**src/rtl/buffer_fifo_ip.sv**
```systemverilog
// buffer_fifo_ip: synchronous first-word-fall-through FIFO.
//
// Parameters
//   WIDTH  data word width in bits (>=1)
//   DEPTH  capacity in words (power of two, >=2)
//   LVL_W  width of LEVEL (derived from DEPTH; leave at its default)
//
// Ports
//   CLOCK      single clock, rising edge
//   RESET      synchronous active-high reset
//   FLUSH      synchronous clear of contents and OVERFLOW
//   IN_DATA    write data
//   IN_VALID   write request
//   IN_READY   FIFO can accept a word this cycle (registered)
//   OUT_DATA   head-of-FIFO word (registered)
//   OUT_VALID  OUT_DATA holds a valid word
//   OUT_READY  consumer takes the word this cycle
//   LEVEL      words currently held, 0..DEPTH
//   FULL       LEVEL == DEPTH (registered)
//   EMPTY      LEVEL == 0 (registered)
//   OVERFLOW   sticky: a word was offered while full and dropped
//
// The head word lives in the OUT_DATA register; the remaining DEPTH-1 words live in a
// circular memory whose pointers wrap modulo DEPTH-1.
module buffer_fifo_ip #(
  parameter int unsigned WIDTH = 8,
  parameter int unsigned DEPTH = 16,
  parameter int unsigned LVL_W = $clog2(DEPTH + 1)
) (
  input  logic             CLOCK,
  input  logic             RESET,
  input  logic             FLUSH,
  input  logic [WIDTH-1:0] IN_DATA,
  input  logic             IN_VALID,
  output logic             IN_READY,
  output logic [WIDTH-1:0] OUT_DATA,
  output logic             OUT_VALID,
  input  logic             OUT_READY,
  output logic [LVL_W-1:0] LEVEL,
  output logic             FULL,
  output logic             EMPTY,
  output logic             OVERFLOW
);

  localparam int unsigned MemDepth = DEPTH - 1;
  localparam int unsigned PtrW     = (MemDepth > 1) ? $clog2(MemDepth) : 1;
  // Memory occupancy spans 0..DEPTH-1.
  localparam int unsigned CntW     = $clog2(DEPTH);
  localparam logic [PtrW-1:0] PtrLast = PtrW'(MemDepth - 1);
  localparam logic [LVL_W-1:0] LvlFull = LVL_W'(DEPTH);

  logic [WIDTH-1:0] mem_q [MemDepth];

  logic [PtrW-1:0]  wr_ptr_q, wr_ptr_d;
  logic [PtrW-1:0]  rd_ptr_q, rd_ptr_d;
  logic [CntW-1:0]  mem_cnt_q, mem_cnt_d;
  logic [WIDTH-1:0] out_data_q, out_data_d;
  logic             out_valid_q, out_valid_d;
  logic [LVL_W-1:0] level_q, level_d;
  logic             full_q, full_d;
  logic             empty_q, empty_d;
  logic             in_ready_q, in_ready_d;
  logic             overflow_q, overflow_d;

  logic             wr, rd, mem_has, out_load, mem_pop, mem_push, wr_direct, mem_we;

  function automatic logic [PtrW-1:0] ptr_inc(input logic [PtrW-1:0] ptr);
    return (ptr == PtrLast) ? '0 : ptr + PtrW'(1);
  endfunction

  always_comb begin
    wr        = IN_VALID & in_ready_q;
    rd        = out_valid_q & OUT_READY;
    mem_has   = (mem_cnt_q != '0);
    // Head register is free (empty or being consumed) this cycle.
    out_load  = ~out_valid_q | rd;
    mem_pop   = out_load & mem_has;
    // Only bypass the memory when it holds nothing older than the incoming word.
    wr_direct = wr & out_load & ~mem_has;
    mem_push  = wr & ~wr_direct;

    wr_ptr_d    = wr_ptr_q;
    rd_ptr_d    = rd_ptr_q;
    mem_cnt_d   = mem_cnt_q;
    out_data_d  = out_data_q;
    out_valid_d = out_valid_q;
    level_d     = level_q;
    full_d      = full_q;
    empty_d     = empty_q;
    in_ready_d  = in_ready_q;
    overflow_d  = overflow_q;
    mem_we      = 1'b0;

    if (RESET) begin
      wr_ptr_d    = '0;
      rd_ptr_d    = '0;
      mem_cnt_d   = '0;
      out_data_d  = '0;
      out_valid_d = 1'b0;
      level_d     = '0;
      full_d      = 1'b0;
      empty_d     = 1'b1;
      in_ready_d  = 1'b0;
      overflow_d  = 1'b0;
    end else if (FLUSH) begin
      wr_ptr_d    = '0;
      rd_ptr_d    = '0;
      mem_cnt_d   = '0;
      out_valid_d = 1'b0;
      level_d     = '0;
      full_d      = 1'b0;
      empty_d     = 1'b1;
      in_ready_d  = 1'b1;
      overflow_d  = 1'b0;
    end else begin
      if (mem_push) begin
        mem_we   = 1'b1;
        wr_ptr_d = ptr_inc(wr_ptr_q);
      end
      if (mem_pop) begin
        rd_ptr_d = ptr_inc(rd_ptr_q);
      end
      mem_cnt_d = mem_cnt_q + CntW'(mem_push) - CntW'(mem_pop);

      if (out_load) begin
        out_valid_d = mem_has | wr_direct;
        if (mem_has) begin
          out_data_d = mem_q[rd_ptr_q];
        end else if (wr_direct) begin
          out_data_d = IN_DATA;
        end
      end

      level_d    = level_q + LVL_W'(wr) - LVL_W'(rd);
      full_d     = (level_d == LvlFull);
      empty_d    = (level_d == '0);
      in_ready_d = ~full_d;
      overflow_d = overflow_q | (IN_VALID & full_q);
    end
  end

  always_ff @(posedge CLOCK) begin
    wr_ptr_q    <= wr_ptr_d;
    rd_ptr_q    <= rd_ptr_d;
    mem_cnt_q   <= mem_cnt_d;
    out_data_q  <= out_data_d;
    out_valid_q <= out_valid_d;
    level_q     <= level_d;
    full_q      <= full_d;
    empty_q     <= empty_d;
    in_ready_q  <= in_ready_d;
    overflow_q  <= overflow_d;
  end

  // Storage needs no reset; occupancy tracking guards every read.
  always_ff @(posedge CLOCK) begin
    if (mem_we) begin
      mem_q[wr_ptr_q] <= IN_DATA;
    end
  end

  assign IN_READY  = in_ready_q;
  assign OUT_DATA  = out_data_q;
  assign OUT_VALID = out_valid_q;
  assign LEVEL     = level_q;
  assign FULL      = full_q;
  assign EMPTY     = empty_q;
  assign OVERFLOW  = overflow_q;

endmodule

```
**config.mk**
```make
export PLATFORM = sky130hd
export DESIGN_NAME = buffer_fifo_ip
export DESIGN_NICKNAME = d
export VERILOG_FILES = /design/src/rtl/buffer_fifo_ip.sv
export SDC_FILE = /design/constraint.sdc
export NUM_CORES = 1
export LEC_CHECK = 0
export ABC_AREA = 1
export ABC_CLOCK_PERIOD_IN_PS = 6880
export CAP_MARGIN = 15
export CORE_UTILIZATION = 40
export CTS_CLUSTER_SIZE = 14
export DETAILED_ROUTE_END_ITERATION = 6
export GPL_TIMING_DRIVEN = 0
export SKIP_LAST_GASP = 1
export SLEW_MARGIN = 20
export SYNTH_ARGS = -nofsm -noshare
export SYNTH_HDL_FRONTEND = slang
export SYNTH_SLANG_ARGS = --single-unit
```
**constraint.sdc**
```tcl
create_clock -name CLOCK -period 6.88 [get_ports CLOCK]
set_clock_uncertainty 0.1 [all_clocks]
set_input_delay 2.064 -clock CLOCK [delete_from_list [all_inputs] [get_ports CLOCK]]
set_output_delay 2.064 -clock CLOCK [all_outputs]
set_load 0.005 [all_outputs]
```
# Word-level counts from Yosys, hierarchy flattened
# Memory sizes are Yosys's and may differ from the RTL's. A register that Yosys moved wholly into a read port is not among the register bits.
# Cells that the tools add are included.
# totals
regBits,30
ram_bits,120
input_bits,13
output_inout_bits,18
wordCells,52
n_memories,1
# op_classes
n_addsub,6
n_eq_ne,3
mux,12
bitwise,15
n_reduce_logical,5
# mem_list
name,depth,width,rd,rd_clocked_by_memory_dff,write_ports,line_no,source
mem_q,15,8,1,1,1,52,logic [WIDTH-1:0] mem_q [MemDepth];
# ops
op,count
two-way mux 4 bit,4
two-way mux 8 bit,2
"adder 4 x 1 -> 4 bit, second input constant",2
"equality test 4 bit, second input constant",2
AND 1 bit,7
two-way mux 1 bit,6
adder 5 x 1 -> 5 bit,1
"equality test 5 bit, second input constant",1
logical NOT 5 bit,1
NOT 1 bit,5
subtractor 5 x 1 -> 5 bit,1
adder 4 x 1 -> 4 bit,1
nonzero test 4 bit,1
subtractor 4 x 1 -> 4 bit,1
bitwise OR 1 bit,3
AND reduction 3 bit,1
nonzero test 2 bit,1
OR reduction 2 bit,1

# Depth between registers and ports, before layout
# depth
word_depth,11
depth_mapped,14
mapped_depth_nobuf,14

# Worst setup path after synthesis
# Ideal clock, no wire load.
# synth_timing
path_kind,input port to flip-flop
startpoint,input port IN_VALID
endpoint,register in_ready_q (netlist: IN_READY)
setup_time_ps,119
t_arrival_ps,3692
required_time_ps,6661
setup_slack_ps,2969
cell_stages,13
path_buffers,0
cell_sequence,nand2_1 inv_1 nor2_1 inv_1 nand2_1 ha_1 inv_1 fa_1 o21ai_0 xor2_1 inv_1 nor2_1 a21oi_1
# synth_between
elab_chain_cells,6
# synth_rtl
element,line_no,source
from (decl),34,"input logic IN_VALID,"
AND 1 bit,72,wr = IN_VALID & in_ready_q;
adder 5 x 1 -> 5 bit,134,level_d = level_q + LVL_W'(wr) - LVL_W'(rd);
subtractor 5 x 1 -> 5 bit,134,
equality test 5 bit,135,full_d = (level_d == LvlFull);
NOT 1 bit,137,in_ready_d = ~full_d;
two-way mux 1 bit,105,end else if (FLUSH) begin
to (signal assigned),151,in_ready_q <= in_ready_d;
to (decl),62,"logic in_ready_q, in_ready_d;"
# No other way between the ends.
# A chain may end at the register's enable or synchronous reset.

# Worst setup path after layout
# Same ends and word-level chain as after synthesis.

==> flow_metrics.env <==
export IMPL_status="finished clean"
export IMPL_hold_viol=0
export IMPL_start_kind="input pin"
export IMPL_cp_buffers_inverters=5
export IMPL_critPathCaptureType="flop"
export IMPL_design_area_um2=7730
export IMPL_yosysWarnings=0
export IMPL_r2r_cells=9
export IMPL_drtAntennaViolNets=0
export IMPL_critical_path_max_stage_delay_ns=0.43
export IMPL_syn_nets=674
export IMPL_crit_type="input pin to flop"
export IMPL_via_per_inst=5.00
export IMPL_cpMaxStageDelayCell="clkdlybuf4s50_1"
export IMPL_whs_ns=0.362
export IMPL_die_y_um=130
export IMPL_post_cts_buffers=0
export IMPL_cts_made_buffers=17
export IMPL_p_per_area_nw_per_um2=347
export IMPL_cap_violations=0
export IMPL_postSynthAreaPerCell_um2=10.2
export IMPL_max_freq_ghz=0.237
export IMPL_required_ns=7.09
export IMPL_ys_seq_area_frac=0.649
export IMPL_clockBufferDepth=2
export IMPL_worstMarginPinSlew_ns=0.920
export IMPL_synth_compound_area_frac=0.0391
export IMPL_row_count=46
export IMPL_synthCells=650
export IMPL_place_congestion=0.879
export IMPL_setup_violations=0
export IMPL_synth_xor_area_share=0.00664
export IMPL_wire_per_inst_um=16.7
export IMPL_vdd_ir_drop_max_mv=0.267
export IMPL_yosys_area_share_simple=0.215
export IMPL_syn2layout_area_growth_pct=17.1
export IMPL_cp_data_arrival_time_ns=4.42
export IMPL_start_util=0.412
export IMPL_numPortBuffers=29
export IMPL_grt_overflow_total=0
export IMPL_worstSetupStartpoint="IN_VALID"
export IMPL_grt_pass1_wl_um=23900
export IMPL_cts_tree="done"
export IMPL_cpMostUsedCell="inv_1"
export IMPL_fin_cells=927
export IMPL_drtIter0Drc=363
export IMPL_synth_seq_cells=154
export IMPL_rsz0062_at_grt="false"
export IMPL_fp_coreArea_um2=16000
export IMPL_finalWirelength_um=15500
export IMPL_path_depth=14
export IMPL_pre_cts_ws_ns=2.23
export IMPL_dp_cells=895
export IMPL_synthAdderAreaFrac=0.0231
export IMPL_reg2reg_from="mem_cnt_q[2]"
export IMPL_vias=4639
export IMPL_slew_limit_headroom=0.385
export IMPL_pin_count=31
export IMPL_num_fill_cells=1538
export IMPL_crit_path_end="IN_READY"
export IMPL_drv_slew=0
export IMPL_synth_top_family_by_area="simple AND/OR/NAND/NOR gates"
export IMPL_fp_dieW_um=130
export IMPL_grt_usage=0.198
export IMPL_die_area_um2=17000
export IMPL_cts_sinks=154
export IMPL_synth_area_um2=6600
export IMPL_p_leak_uw=0.00302
export IMPL_post_cts_resized=0
export IMPL_cts_hold_buffers=0
export IMPL_final_nets=722
export IMPL_grt_max_degree=17
export IMPL_remaining_drc_errors=0
export IMPL_clk_insertion_delay_late_ns=0.42
export IMPL_critical_path_top_delay_family="buffers and inverters"
export IMPL_critical_path_cell_chain="clkdlybuf4s50_1, nand2_1, inv_1, nor2_1, inv_1, nand2_1, ha_1, inv_1, fa_1, o21ai_0, xor2_1, inv_1, nor2_1, a21oi_1"
export IMPL_dpl_hpwl_um=10700
export IMPL_path_clk_slew_ns=0.06
export IMPL_h_tree_depth=4
export IMPL_fin_crit_sh=0.612
export IMPL_tns_ns=0
export IMPL_setup_slack_ns=2.67
export IMPL_min_path_type="flop to flop"
export IMPL_antenna_found_initial=0
export IMPL_dr_pass1_iters=6
export IMPL_grt_pass1_vias=4576
export IMPL_placed_cell_area_um2=7160
export IMPL_r2r_slack_ns=4.42
export IMPL_drive_gt1_frac=0.0900
export IMPL_yosysUniqueCellTypes=31
export IMPL_rr_endpoint="mem_q[1][5]"
export IMPL_critPathMaxFanout=4
export IMPL_diodes=0
export IMPL_finalCriticalPeriod_ns=4.21
export IMPL_synth_mux_area_frac=0
export IMPL_root_buffer="clkbuf_16"
==> Yosys cell counts (all sizes together) <==
master,number,share of area
a211oi,1,0.0011
a21o,1,0.0011
a21oi,31,0.024
a221oi,1,0.0013
a31oi,1,0.00095
buf,23,0.026
clkbuf,4,0.0023
dfxtp,34,0.10
edfxtp,120,0.55
fa,2,0.0061
ha,9,0.017
inv,68,0.039
nand2,193,0.11
nand3,88,0.067
nand4,2,0.0019
nor2,52,0.032
nor3,2,0.0015
o211ai,1,0.0032
o21ai,9,0.0068
o22ai,1,0.00095
or2,2,0.0023
xnor2,4,0.0053
xor2,1,0.0013
==> sequential cells by signal (all words and copies together), names as in the netlist, named ones only <==
signal / flops
EMPTY: 1
rd_ptr_q: 4
OUT_VALID: 1
mem_cnt_q: 4
FULL: 1
mem_q: 120
IN_READY: 1
OVERFLOW: 1
LEVEL: 5
wr_ptr_q: 4
OUT_DATA: 8
==> cells in the final DEF (no fill, tap or decap), types with 2 or more instances in the layout <==
| cell | count |
|---|---|
| xnor2_1 | 4 |
| clkbuf_1 | 4 |
| o21ai_0 | 9 |
| a21oi_1 | 31 |
| nor3_1 | 2 |
| nand3_1 | 88 |
| inv_4 | 3 |
| ha_1 | 9 |
| fa_1 | 2 |
| buf_4 | 3 |
| clkdlybuf4s50_1 | 29 |
| clkinv_2 | 3 |
| inv_1 | 64 |
| nand2_2 | 2 |
| nor2_1 | 50 |
| buf_6 | 8 |
| nand4_1 | 2 |
| nand2_1 | 191 |
| dfxtp_1 | 34 |
| clkinv_4 | 6 |
| nor2_4 | 2 |
| buf_2 | 11 |
| clkbuf_16 | 19 |
| inv_2 | 3 |
| edfxtp_1 | 120 |
==> final cells by class <==
cell class              instances  area (um2)  area share
plain buffers                  27         186      0.0241
clock buffers                  19         475      0.0615
repair buffers                 29         290      0.0376
multi-input cells             401        1870       0.242
well taps                     216         270      0.0350
inverters                      68         258      0.0334
flip-flops and latches        154        4280       0.554
clock inverters                13        91.3      0.0118
==> worst reg2reg max path, cell delays in order (launching register included) <==
cell and delay (ns):
dfxtp_1 0.31, inv_1 0.05, ha_1 0.20, nand2_2 0.08, nor2_4 0.05, nand2_1 0.07, nand2_2 0.11, inv_1 0.15
nand4_1 0.23, nor2_1 0.73
==> logic make-up after synthesis <==
| group | after synthesis |
|---|---|
| AND/OR/NAND/NOR | 339 |
| flip-flops | 154 |
| buffers and inverters | 95 |
| AO/OA/AOI/OAI | 46 |
| adder cells (fa/ha/maj) | 11 |
| XOR/XNOR | 5 |
==> routing by layer <==
layer / track usage / routed length [um] / up-vias
li1: - / - / 2257
met1: 0.246 / 6690 / 2228
met2: 0.330 / 7640 / 131
met3: 0.0489 / 784 / 23
met4: 0.0825 / 364 / 0
met5: 0 / 0 / -
==> stage by stage <==
stage | utilization | total power, uW
after floorplan | - | 1590
after global placement | 0.448 | 1800
after detailed placement | 0.448 | 1830
after CTS | 0.483 | 2710
after global routing | 0.483 | 2840
final | 0.483 | 2680
==> where the power goes <==
group / leakage (uW) / total (uW) / internal, uW / switching (uW)
clock: 0.000281 / 875 / 503 / 372
combinational: 0.00139 / 731 / 281 / 451
sequential: 0.00136 / 1080 / 1050 / 26.6
total: 0.00302 / 2680 / 1830 / 849
==> worst min-delay path by stage <==
stage	to	from	cells after the start
after floorplan	flop	rd_ptr_q[3]	1
after detailed placement	OVERFLOW	OVERFLOW	2
after global routing	OUT_DATA[0]	OUT_DATA[0]	2
after CTS	OUT_DATA[1]	OUT_DATA[1]	2
final	OUT_DATA[1]	OUT_DATA[1]	2
after global placement	OUT_DATA[0]	OUT_DATA[0]	2
No activity file was read; power rests on OpenSTA's default activity.
